## config.mk

```make
export PLATFORM = sky130hd
export DESIGN_NAME = udp_rx_server_flat
export DESIGN_NICKNAME = d
export VERILOG_FILES = /design/src/rtl/udp_rx_server_if.sv /design/src/rtl/udp_rx_server.sv /design/src/flat_wrapper.sv
export SDC_FILE = /design/constraint.sdc
export NUM_CORES = 1
export LEC_CHECK = 0
export ABC_CLOCK_PERIOD_IN_PS = 9500
export CAP_MARGIN = 20
export CORE_MARGIN = 3
export CORE_UTILIZATION = 55
export DETAILED_ROUTE_END_ITERATION = 8
export GPL_TIMING_DRIVEN = 1
export PLACE_DENSITY = 0.91
export SETUP_SLACK_MARGIN = 0.1
export SLEW_MARGIN = 25
export SYNTH_ARGS = -nofsm -noshare
export SYNTH_HDL_FRONTEND = slang
export SYNTH_SLANG_ARGS = --single-unit
export TNS_END_PERCENT = 1
```

## constraint.sdc

```tcl
create_clock -name clk -period 9.5 [get_ports clk]
set_input_delay 1.9 -clock clk [delete_from_list [all_inputs] [get_ports clk]]
set_output_delay 1.9 -clock clk [all_outputs]
set_load 0.05 [all_outputs]
```

## src/rtl/udp_rx_server_if.sv

```systemverilog
// Bundles the IP-layer notification, RX DPRAM read port, outbound FIFO write port
// and receive status of udp_rx_server. master = the server, slave = its environment.
interface udp_rx_server_if;
  logic        newDatagram;
  logic [7:0]  protocolIn;
  logic [15:0] datagramSize;
  logic [31:0] sourceIP;
  logic        rdRAM;
  logic [10:0] rdAddr;
  logic [7:0]  rdData;
  logic        outstream_fifofull;
  logic        outstream_wren;
  logic [7:0]  outstream_wrdata;
  logic        rx_done;
  logic        rx_drop;
  logic [15:0] rx_srcPort;
  logic [31:0] rx_srcIP;
  logic [15:0] rx_payloadLen;

  modport master (
    input  newDatagram, protocolIn, datagramSize, sourceIP, rdData, outstream_fifofull,
    output rdRAM, rdAddr, outstream_wren, outstream_wrdata,
           rx_done, rx_drop, rx_srcPort, rx_srcIP, rx_payloadLen
  );

  modport slave (
    output newDatagram, protocolIn, datagramSize, sourceIP, rdData, outstream_fifofull,
    input  rdRAM, rdAddr, outstream_wren, outstream_wrdata,
           rx_done, rx_drop, rx_srcPort, rx_srcIP, rx_payloadLen
  );
endinterface

```

## src/rtl/udp_rx_server.sv

```systemverilog
// UDP receive server: validates the UDP header in the RX DPRAM and streams accepted payload
// into the outbound FIFO. Define UDP_RX_SRCFILTER_EN to also require the expected peer IP/port.
module udp_rx_server #(
  parameter logic [15:0] DEVICE_UDP_PORT = 16'hbed0,
  parameter logic [31:0] DEST_IP         = 32'h0a0105ce,
  parameter logic [15:0] DEST_UDP_PORT   = 16'h1b3b,
  parameter logic [10:0] UDP_BASE        = 11'h022
) (
  input  logic             clk,
  input  logic             reset_n,
  udp_rx_server_if.master  bus
);

  typedef enum logic [2:0] {IDLE, HDR, CHECK, PAYLOAD, DRAIN, DONE} state_e;

  // Longest UDP length whose payload still fits above UDP_BASE without wrapping
  localparam logic [15:0] LEN_MAX = 16'(2048 - int'(UDP_BASE));

  state_e      state_q, state_d;
  logic [15:0] cnt_q, cnt_d;
  logic        drop_q, drop_d;
  logic [15:0] size_q, size_d;
  logic [31:0] ip_q, ip_d;
  logic [15:0] src_port_q, src_port_d;
  logic [15:0] dst_port_q, dst_port_d;
  logic [15:0] len_q, len_d;
  logic        wren_q, wren_d;
  logic [15:0] rx_src_port_q, rx_src_port_d;
  logic [31:0] rx_src_ip_q, rx_src_ip_d;
  logic [15:0] rx_payload_len_q, rx_payload_len_d;

  logic        rd_ram;
  logic [10:0] rd_addr;
  logic        rx_done;
  logic        rx_drop;
  logic        src_reject;
  logic        reject;

`ifdef UDP_RX_SRCFILTER_EN
  assign src_reject = (ip_q != DEST_IP) || (src_port_q != DEST_UDP_PORT);
`else
  logic unused_src_cfg;
  assign src_reject     = 1'b0;
  assign unused_src_cfg = ^{DEST_IP, DEST_UDP_PORT};
`endif

  assign reject = (dst_port_q != DEVICE_UDP_PORT) || (len_q < 16'd8) ||
                  (len_q > size_q) || (len_q > LEN_MAX) || src_reject;

  always_comb begin
    state_d          = state_q;
    cnt_d            = cnt_q;
    drop_d           = drop_q;
    size_d           = size_q;
    ip_d             = ip_q;
    src_port_d       = src_port_q;
    dst_port_d       = dst_port_q;
    len_d            = len_q;
    wren_d           = 1'b0;
    rx_src_port_d    = rx_src_port_q;
    rx_src_ip_d      = rx_src_ip_q;
    rx_payload_len_d = rx_payload_len_q;
    rd_ram           = 1'b0;
    rd_addr          = '0;
    rx_done          = 1'b0;
    rx_drop          = 1'b0;

    unique case (state_q)
      IDLE: begin
        if (bus.newDatagram) begin
          if (bus.protocolIn != 8'h11) begin
            drop_d  = 1'b1;
            state_d = DONE;
          end else begin
            size_d  = bus.datagramSize;
            ip_d    = bus.sourceIP;
            cnt_d   = '0;
            state_d = HDR;
          end
        end
      end
      HDR: begin
        // cnt 0..7 issue reads; cnt 1..8 capture the byte read one cycle earlier
        if (cnt_q < 16'd8) begin
          rd_ram  = 1'b1;
          rd_addr = UDP_BASE + cnt_q[10:0];
        end
        case (cnt_q)
          16'd1:   src_port_d[15:8] = bus.rdData;
          16'd2:   src_port_d[7:0]  = bus.rdData;
          16'd3:   dst_port_d[15:8] = bus.rdData;
          16'd4:   dst_port_d[7:0]  = bus.rdData;
          16'd5:   len_d[15:8]      = bus.rdData;
          16'd6:   len_d[7:0]       = bus.rdData;
          default: ;
        endcase
        if (cnt_q == 16'd8) state_d = CHECK;
        else                cnt_d   = cnt_q + 16'd1;
      end
      CHECK: begin
        if (reject) begin
          drop_d  = 1'b1;
          state_d = DONE;
        end else begin
          rx_src_port_d    = src_port_q;
          rx_src_ip_d      = ip_q;
          rx_payload_len_d = len_q - 16'd8;
          cnt_d            = '0;
          state_d          = (len_q == 16'd8) ? DONE : PAYLOAD;
        end
      end
      PAYLOAD: begin
        if (!bus.outstream_fifofull) begin
          rd_ram  = 1'b1;
          rd_addr = UDP_BASE + 11'd8 + cnt_q[10:0];
          wren_d  = 1'b1;
          if (cnt_q == len_q - 16'd9) state_d = DRAIN;
          else                        cnt_d   = cnt_q + 16'd1;
        end
      end
      DRAIN: state_d = DONE;
      DONE: begin
        rx_done = 1'b1;
        rx_drop = drop_q;
        drop_d  = 1'b0;
        state_d = IDLE;
      end
      default: state_d = IDLE;
    endcase
  end

  always_ff @(posedge clk) begin
    if (!reset_n) begin
      state_q          <= IDLE;
      cnt_q            <= '0;
      drop_q           <= 1'b0;
      size_q           <= '0;
      ip_q             <= '0;
      src_port_q       <= '0;
      dst_port_q       <= '0;
      len_q            <= '0;
      wren_q           <= 1'b0;
      rx_src_port_q    <= '0;
      rx_src_ip_q      <= '0;
      rx_payload_len_q <= '0;
    end else begin
      state_q          <= state_d;
      cnt_q            <= cnt_d;
      drop_q           <= drop_d;
      size_q           <= size_d;
      ip_q             <= ip_d;
      src_port_q       <= src_port_d;
      dst_port_q       <= dst_port_d;
      len_q            <= len_d;
      wren_q           <= wren_d;
      rx_src_port_q    <= rx_src_port_d;
      rx_src_ip_q      <= rx_src_ip_d;
      rx_payload_len_q <= rx_payload_len_d;
    end
  end

  assign bus.rdRAM            = rd_ram;
  assign bus.rdAddr           = rd_addr;
  assign bus.outstream_wren   = wren_q;
  assign bus.outstream_wrdata = wren_q ? bus.rdData : '0;
  assign bus.rx_done          = rx_done;
  assign bus.rx_drop          = rx_drop;
  assign bus.rx_srcPort       = rx_src_port_q;
  assign bus.rx_srcIP         = rx_src_ip_q;
  assign bus.rx_payloadLen    = rx_payload_len_q;

endmodule

```

## src/flat_wrapper.sv

```systemverilog
// flat-port wrapper written by rule: the top's interface ports become plain ports
module udp_rx_server_flat 
#(
  parameter logic [15:0] DEVICE_UDP_PORT = 16'hbed0,
  parameter logic [31:0] DEST_IP         = 32'h0a0105ce,
  parameter logic [15:0] DEST_UDP_PORT   = 16'h1b3b,
  parameter logic [10:0] UDP_BASE        = 11'h022
)
  (clk, reset_n, bus_newDatagram, bus_protocolIn, bus_datagramSize, bus_sourceIP, bus_rdData, bus_outstream_fifofull, bus_rdRAM, bus_rdAddr, bus_outstream_wren, bus_outstream_wrdata, bus_rx_done, bus_rx_drop, bus_rx_srcPort, bus_rx_srcIP, bus_rx_payloadLen);
  udp_rx_server_if bus_i ();
  input  logic clk;
  input  logic reset_n;
  input wire logic [$bits(bus_i.newDatagram)-1:0] bus_newDatagram;
  input wire logic [$bits(bus_i.protocolIn)-1:0] bus_protocolIn;
  input wire logic [$bits(bus_i.datagramSize)-1:0] bus_datagramSize;
  input wire logic [$bits(bus_i.sourceIP)-1:0] bus_sourceIP;
  input wire logic [$bits(bus_i.rdData)-1:0] bus_rdData;
  input wire logic [$bits(bus_i.outstream_fifofull)-1:0] bus_outstream_fifofull;
  output wire logic [$bits(bus_i.rdRAM)-1:0] bus_rdRAM;
  output wire logic [$bits(bus_i.rdAddr)-1:0] bus_rdAddr;
  output wire logic [$bits(bus_i.outstream_wren)-1:0] bus_outstream_wren;
  output wire logic [$bits(bus_i.outstream_wrdata)-1:0] bus_outstream_wrdata;
  output wire logic [$bits(bus_i.rx_done)-1:0] bus_rx_done;
  output wire logic [$bits(bus_i.rx_drop)-1:0] bus_rx_drop;
  output wire logic [$bits(bus_i.rx_srcPort)-1:0] bus_rx_srcPort;
  output wire logic [$bits(bus_i.rx_srcIP)-1:0] bus_rx_srcIP;
  output wire logic [$bits(bus_i.rx_payloadLen)-1:0] bus_rx_payloadLen;
  assign bus_i.newDatagram = bus_newDatagram;
  assign bus_i.protocolIn = bus_protocolIn;
  assign bus_i.datagramSize = bus_datagramSize;
  assign bus_i.sourceIP = bus_sourceIP;
  assign bus_i.rdData = bus_rdData;
  assign bus_i.outstream_fifofull = bus_outstream_fifofull;
  assign bus_rdRAM = bus_i.rdRAM;
  assign bus_rdAddr = bus_i.rdAddr;
  assign bus_outstream_wren = bus_i.outstream_wren;
  assign bus_outstream_wrdata = bus_i.outstream_wrdata;
  assign bus_rx_done = bus_i.rx_done;
  assign bus_rx_drop = bus_i.rx_drop;
  assign bus_rx_srcPort = bus_i.rx_srcPort;
  assign bus_rx_srcIP = bus_i.rx_srcIP;
  assign bus_rx_payloadLen = bus_i.rx_payloadLen;
  udp_rx_server #(.DEVICE_UDP_PORT(DEVICE_UDP_PORT), .DEST_IP(DEST_IP), .DEST_UDP_PORT(DEST_UDP_PORT), .UDP_BASE(UDP_BASE)) u_core (.clk(clk), .reset_n(reset_n), .bus(bus_i));
endmodule
```

==> Word-level counts from Yosys, hierarchy flattened <==
Index checks and enable logic that the tools add are counted.
{ "op_classes": {"add_sub_neg": 5, "multipliers": 0, "n_div": 0, "n_lt_le_gt_ge": 4, "eq_ne": 26, "n_shift": 0, "n_mux": 28, "bitwise": 2, "n_reduce_logical": 18} }
{ "op_table": {"columns": ["cell", "count"], "rows": [
  ["$mux W16", 6],
  ["$pmux W16 S4", 1],
  ["$eq A16 B3 Y1 const B", 3],
  ["$eq A16 B2 Y1 const B", 2],
  ["$eq A16 B4 Y1 const B", 2],
  ["$lt A16 B4 Y1 const B", 2],
  ["$sub A16 B4 Y16 const B", 2],
  ["$add A6 B11 Y11 const A", 2],
  ["$mux W11", 2],
  ["$pmux W11 S2", 1],
  ["$mux W3", 7],
  ["$add A16 B1 Y16 const B", 1],
  ["$eq A16 B1 Y1 const B", 1],
  ["$eq A16 B16 Y1", 1],
  ["$gt A16 B11 Y1 const B", 1],
  ["$gt A16 B16 Y1", 1],
  ["$ne A16 B16 Y1 const B", 1],
  ["$reduce_and A2 Y1", 8],
  ["$pmux W3 S5", 1],
  ["$ne A2 B2 Y1 const B", 6],
  ["$mux W8", 1],
  ["$ne A2 B1 Y1 const B", 4],
  ["$ne A8 B5 Y1 const B", 1],
  ["$reduce_and A4 Y1", 2],
  ["13 further kinds", 24]
]} }
{ "word_totals": {"regBits": 181, "latchBits": 0, "mem_bits_rw": 0, "mem_bits_ro": 0, "inputBits": 68, "output_inout_bits": 87, "wordCells": 98, "n_memories": 0} }

==> Logic depth before layout (Yosys ltp) <==
Gate-level depths: netlist of the first run.
{ "logic_depth": {"depth_word": 6, "ltp_mapped": 14, "ltp_nobuf": 11} }

==> Least setup slack after synthesis of the first run <==
No wires, ideal clock.
{ "synth_timing": {"kind": "input -> output", "startpoint": "input port bus_outstream_fifofull", "endpoint": "output port bus_rdAddr[5]", "arrival_ns": 3.178, "required_time_ns": 7.600, "slack_ns": 4.422, "stages": 3, "path_cell_list": "inv_1 > nand3_1 > o21ai_0"} }
{ "synth_between": {"elab_chain_cells": 2} }
{ "synth_rtl": {"columns": ["item", "line_no", "text"], "rows": [
  ["start: declaration", "flat_wrapper.sv:18", "input wire logic [$bits(bus_i.outstream_fifofull)-1:0] bus_outstream_fifofull;"],
  ["$mux W11", "udp_rx_server.sv:113", "if (!bus.outstream_fifofull) begin"],
  ["$pmux W11 S2", "udp_rx_server.sv:68", "unique case (state_q)"],
  ["end: declaration", "flat_wrapper.sv:20", "output wire logic [$bits(bus_i.rdAddr)-1:0] bus_rdAddr;"]
]} }
No other way between the ends.

==> Final worst setup path of the first run <==
Same ends and word-level chain as after synthesis.

==> impl_metrics.yaml, run 1 <==
place:
  io_buffers: 154
  gp_congestion: 0.9567
  dp_hpwl_um: 14660
logic_synthesis:
  synth_area_leaders: "dfxtp_1 (44%), nand2_1 (11%), a21oi_1 (7.2%)"
  synth_cell_types: 62
  netlist_area_sq_um: 8225
  async_flop_share: 0
  synth-edff-count: 0
  ys_seq_elements: 181
  netlist.area_leader.share: 0.4405
  ys_seq_area_frac: 0.4405
  dominantRegCellSynth: "dfxtp_1"
  syn_inst: 1007
  syn-num-nets: 1100
  synth_area_per_cell_sq_um: 8.168
  ys_warn_count: 0
  synth_largest_area_cell: "dfxtp_1"
setup_path:
  critPathKind: "in2out"
  cp_max_fo: 12
  critPathMaxStageDelay_ps: 840
  worst-path-buf-inv: 3
  slowest_stage: "clkdlybuf4s50_1"
  critical_path.top_delay_family: "buffers and inverters"
  critPathRequiredTime_ps: 7600
  crit_path_end_kind: "output port"
  critPathMostFrequentCell: "clkdlybuf4s50_1"
  crit_arrival_ps: 3890
  startpoint_type: "primary input"
  path_cells: "clkdlybuf4s50_1 > inv_1 > nand3_1 > o21ai_0 > clkdlybuf4s50_1"
routing:
  firstDrtPassIters: 5
  ant_nets: 0
  routed_via_density: 5.659
  drcViolationCount: 0
  wl_per_cell_um: 16.46
  drtIter0Drc: 556
  vias: 7458
  totalWireLength_um: 21690
finish:
  fillers: 1127
  drive_gt1_frac: 0.04674
  final_common_cell: "nand2_1"
  area_growth_pct: 26.35
  diodes: 0
  mostFrequentLayoutCells: "nand2_1 (232), dfxtp_1 (181), clkdlybuf4s50_1 (154)"
  nNetsFinal: 1214
sta:
  fmax_mhz: 172.8
  final_hold_viol_count: 0
  post-route-period-util: 0.6090
  max-slew-margin-rel: 0.4184
  setup_tns_ps: 0
  min_period_ps: 5786
  setup_viol: 0
  tightest_slew_ps: 872.5
  fin_skew_ps: 9.623
  slew_violations: 0
  rsz0062_at_grt: "no"
cts:
  clkSlewWorstSetupHoldPaths_ps: 70
  cts_sinks: 181
  h-tree-depth: 4
  cts_buffer_depth: 2
  cts_resized: 0
  cts_tree: "yes"
  clk_latency_ps: 440
  hold_buffers: 0
  cts_setup_buffers: 0
  cts_buffers: 17
  root_buffer: "clkbuf_16"
power:
  power_mw: 1.567
  leakage_nw: 3.759
  peakVddDrop_mv: 0.1680
  power-per-cell-area_nw_per_um2: 150.8
grt:
  grt_pass1_vias: 7056
  grt_max_degree: 90
  grt_pass1_wl_um: 34780
  grt_overflow_total: 0
  gr-usage-met1: 0.3284
  grt_busiest_layer: "met2"
  grt_usage: 0.2626
  antenna_found_initial: 0
  use_met3: 0.07500
  grtUsageMet2: 0.4281
run_status:
  status: "complete, no violations"
min_path:
  hold_class: "reg2reg"
floorplanning:
  ioPinCount: 155
  coreArea_sq_um: 14590
  fp.dieH_um: 128.3
  rows: 44
  dieArea_sq_um: 16460
  dieWidth_um: 128.3
  start_util: 0.5638
run:
  maxCapViolations: 0
area by class of cell:
cell class | instances | area, sq um | share of cell area
flip-flops and latches | 181 | 3623 | 0.3487
well taps | 184 | 230.2 | 0.02215
repair buffers | 160 | 1590 | 0.1530
inverters | 31 | 118.9 | 0.01144
clock inverters | 15 | 182.7 | 0.01758
multi-input cells | 730 | 4222 | 0.4062
clock buffers | 17 | 425.4 | 0.04093
path summary, 6_finish.rpt:
| path | startpoint | to | slack [ps] | depth (start not counted) |
|---|---|---|---|---|
| max | bus_outstream_fifofull | bus_rdAddr[5] | 3710 | 5 |
| min | u_core.bus.rx_srcIP[10] | u_core.bus.rx_srcIP[10] | 450 | 2 |
| max reg2reg | u_core.len_q[4] | u_core.cnt_q[1] | 5960 | 11 |
| min reg2reg | u_core.bus.rx_srcIP[10] | u_core.bus.rx_srcIP[10] | 450 | 2 |
logic make-up after synthesis:
group / after synthesis / share of synthesized area
and+or+nand+nor: 442 / 0.2458
AOI/OAI and AO/OA: 170 / 0.1197
xor gates and xnor gates: 41 / 0.04366
muxes: 52 / 0.06389
DFF: 181 / 0.4405
adders and majority gates: 25 / 0.03803
buffers and inverters: 96 / 0.04837
cell usage after synthesis (3+ instances only):
cell,number
a211oi_1,12
a21o_1,3
a21oi_1,118
a22oi_1,3
and2_1,13
and3_1,8
buf_2,4
clkbuf_1,55
dfxtp_1,181
ha_1,25
inv_1,28
mux2i_1,51
nand2_1,232
nand3_1,13
nand4_1,11
nor2_1,91
nor2b_1,6
nor3_1,20
nor3b_1,5
nor4_1,9
nor4b_1,3
o211ai_1,4
o21ai_0,5
o31ai_1,8
or3_1,5
or4_1,7
xnor2_1,31
xor2_1,10
registers in the layout, summed over array words and instances, names as in the netlist, 3 cells and up:
name,flops
u_core.bus.rx_srcIP,32
u_core.ip_q,32
u_core.bus.rx_payloadLen,16
u_core.bus.rx_srcPort,16
u_core.cnt_q,16
u_core.dst_port_q,16
u_core.len_q,16
u_core.size_q,16
u_core.src_port_q,16
u_core.state_q,3
per-stage QoR:
step	std cells	util	cell area (sq um)	hold WS, ps	setup WS [ps]
finish	1318	0.7124	10390	450.2	3714
global route	1318	0.7124	10390	469.3	3483
CTS	1317	0.7111	10370	453.1	3671
detailed placement	1285	0.6694	9766	443.8	3668
global placement	1285	0.6694	9766	437.1	3728
floorplan	1007	-	8225	435.7	4422
power breakdown:
| group | switching (mW) | internal, mW |
|---|---|---|
| clock network | 0.340 | 0.379 |
| registers | 0.00441 | 0.760 |
| logic | 0.0464 | 0.0370 |
| total | 0.390 | 1.18 |
worst reg2reg max path, stage by stage, from the launching register on:
cell and delay, ps:
dfxtp_1 580, inv_2 110, ha_1 210, o31ai_1 170, nand2_1 210, or3_1 390, xnor2_1 240, nand4_1 170
nor4_4 450, or2_1 510, mux2_4 350, nor2_1 80
metal layers:
layer / vias up / part of all wire
met2: 268 / 0.47
met3: 63 / 0.071
li1: 3632 / -
met5: - / 0
met4: 0 / 0.029
met1: 3495 / 0.43
(Power assumes the default switching activity.)
==> run 2: changes to the inputs <==
ABC_CLOCK_PERIOD_IN_PS = 5400   (was 9500)
CORE_UTILIZATION = 52   (was 55)
PLACE_DENSITY = 0.87   (was 0.91)
clock period = 5.4 ns   (was 9.5 ns; I/O delays follow)
==> impl_metrics.yaml, run 2 (synthesized netlist as in run 1, its figures left out) <==
routing:
  drtIter0Drc: 553
  drcViolationCount: 0
  firstDrtPassIters: 5
  totalWireLength_um: 21430
  ant_nets: 0
  vias: 7371
  wl_per_cell_um: 15.94
  routed_via_density: 5.484
grt:
  grt_usage: 0.2429
  grt_pass1_vias: 7006
  grt_overflow_total: 0
  grt_max_degree: 99
  antenna_found_initial: 0
  grt_pass1_wl_um: 35080
cts:
  cts_buffers: 17
  clk_latency_ps: 430
  cts_tree: "yes"
  hold_buffers: 0
  clkSlewWorstSetupHoldPaths_ps: 70
  cts_sinks: 181
  cts_resized: 0
  root_buffer: "clkbuf_16"
  h-tree-depth: 4
  cts_buffer_depth: 2
  cts_setup_buffers: 0
finish:
  mostFrequentLayoutCells: "nand2_1 (232), dfxtp_1 (181), clkdlybuf4s50_1 (154)"
  drive_gt1_frac: 0.04413
  nNetsFinal: 1214
  area_growth_pct: 25.89
  final_common_cell: "nand2_1"
  diodes: 0
  stdcell_area_sq_um: 10350
min_path:
  hold_class: "reg2reg"
  whs_path_depth: 2
run:
  maxCapViolations: 0
sta:
  final_hold_viol_count: 0
  setup_viol: 0
  slew_violations: 0
  setup_tns_ps: 0
  fmax_mhz: 239.6
  setup_slack_ps: 1226
  max-slew-margin-rel: 0.3298
  min_period_ps: 4174
  fin_skew_ps: 7.764
  rsz0062_at_grt: "no"
  tightest_slew_ps: 1005
  post-route-period-util: 0.7729
setup_path:
  startpoint_type: "primary input"
  cp_max_fo: 12
  path_cells: "clkdlybuf4s50_1 > inv_1 > nand3_1 > a22oi_1 > clkdlybuf4s50_1"
  crit_arrival_ps: 3090
  crit_path_end_kind: "output port"
  critPathRequiredTime_ps: 4320
  critPathKind: "in2out"
  critPathMaxStageDelay_ps: 840
  slowest_stage: "clkdlybuf4s50_1"
  r2r_cells: 11
  critPathMostFrequentCell: "clkdlybuf4s50_1"
power:
  leakage_nw: 3.732
  peakVddDrop_mv: 0.2133
  power-per-cell-area_nw_per_um2: 254.8
floorplanning:
  rows: 45
  fp.dieH_um: 131.8
  ioPinCount: 155
  start_util: 0.5371
  dieArea_sq_um: 17360
  coreArea_sq_um: 15310
  dieWidth_um: 131.8
place:
  gp_congestion: 0.9245
  dp_hpwl_um: 14490
  place_ws_ps: 1151
  postPlaceCellArea_sq_um: 9821
  io_buffers: 154
run_status:
  status: "complete, no violations"
[run 2: worst max-delay path, delay by kind of cell]
family / cells / cell delay (ps)
buf+inv: 3 / 1350
simple gates: 1 / 350
compound gates: 1 / 310
[run 2: path summary, 6_finish.rpt]
kind	startpoint	to	slack [ps]
setup / recovery	bus_outstream_fifofull	bus_rdAddr[3]	1230
hold / removal	u_core.bus.rx_srcIP[15]	u_core.bus.rx_srcIP[15]	450
setup reg to reg	u_core.len_q[0]	u_core.cnt_q[1]	1870
hold reg to reg	u_core.bus.rx_srcIP[15]	u_core.bus.rx_srcIP[15]	450
[run 2: per-stage QoR]
step | cells | utilization | power (mW) | hold WS, ps
after CTS | 1344 | 0.6761 | 2.654 | 452.1
after floorplan | 1007 | - | 1.446 | 435.7
after detailed placement | 1313 | 0.6413 | 1.522 | 443.6
after global placement | 1313 | 0.6413 | 1.520 | 437.9
final | 1344 | 0.6761 | 2.638 | 450.9
after global routing | 1344 | 0.6761 | 2.717 | 465.5
[run 2: metal layers]
layer | GRT usage | up-vias | part of all wire
li1 | - | 3620 | -
met1 | 0.3151 | 3442 | 0.44
met2 | 0.3928 | 265 | 0.47
met3 | 0.05496 | 44 | 0.066
met4 | 0.1009 | 0 | 0.023
met5 | 0 | - | 0
[run 2: power by group]
group | internal, mW | switching, mW | total [mW]
sequential | 1.34 | 0.00741 | 1.35
combinational | 0.0661 | 0.0806 | 0.147
clock | 0.618 | 0.527 | 1.15
total | 2.02 | 0.615 | 2.64
[run 2: layout make-up]
type | instances | area (sq um)
clock buffers | 22 | 464.2
clock inverters | 9 | 70.07
fillers | 1288 | 4960
inverters | 31 | 118.9
multi-input cells | 730 | 4215
flip-flops and latches | 181 | 3623
well taps | 211 | 264.0
repair buffers | 160 | 1599
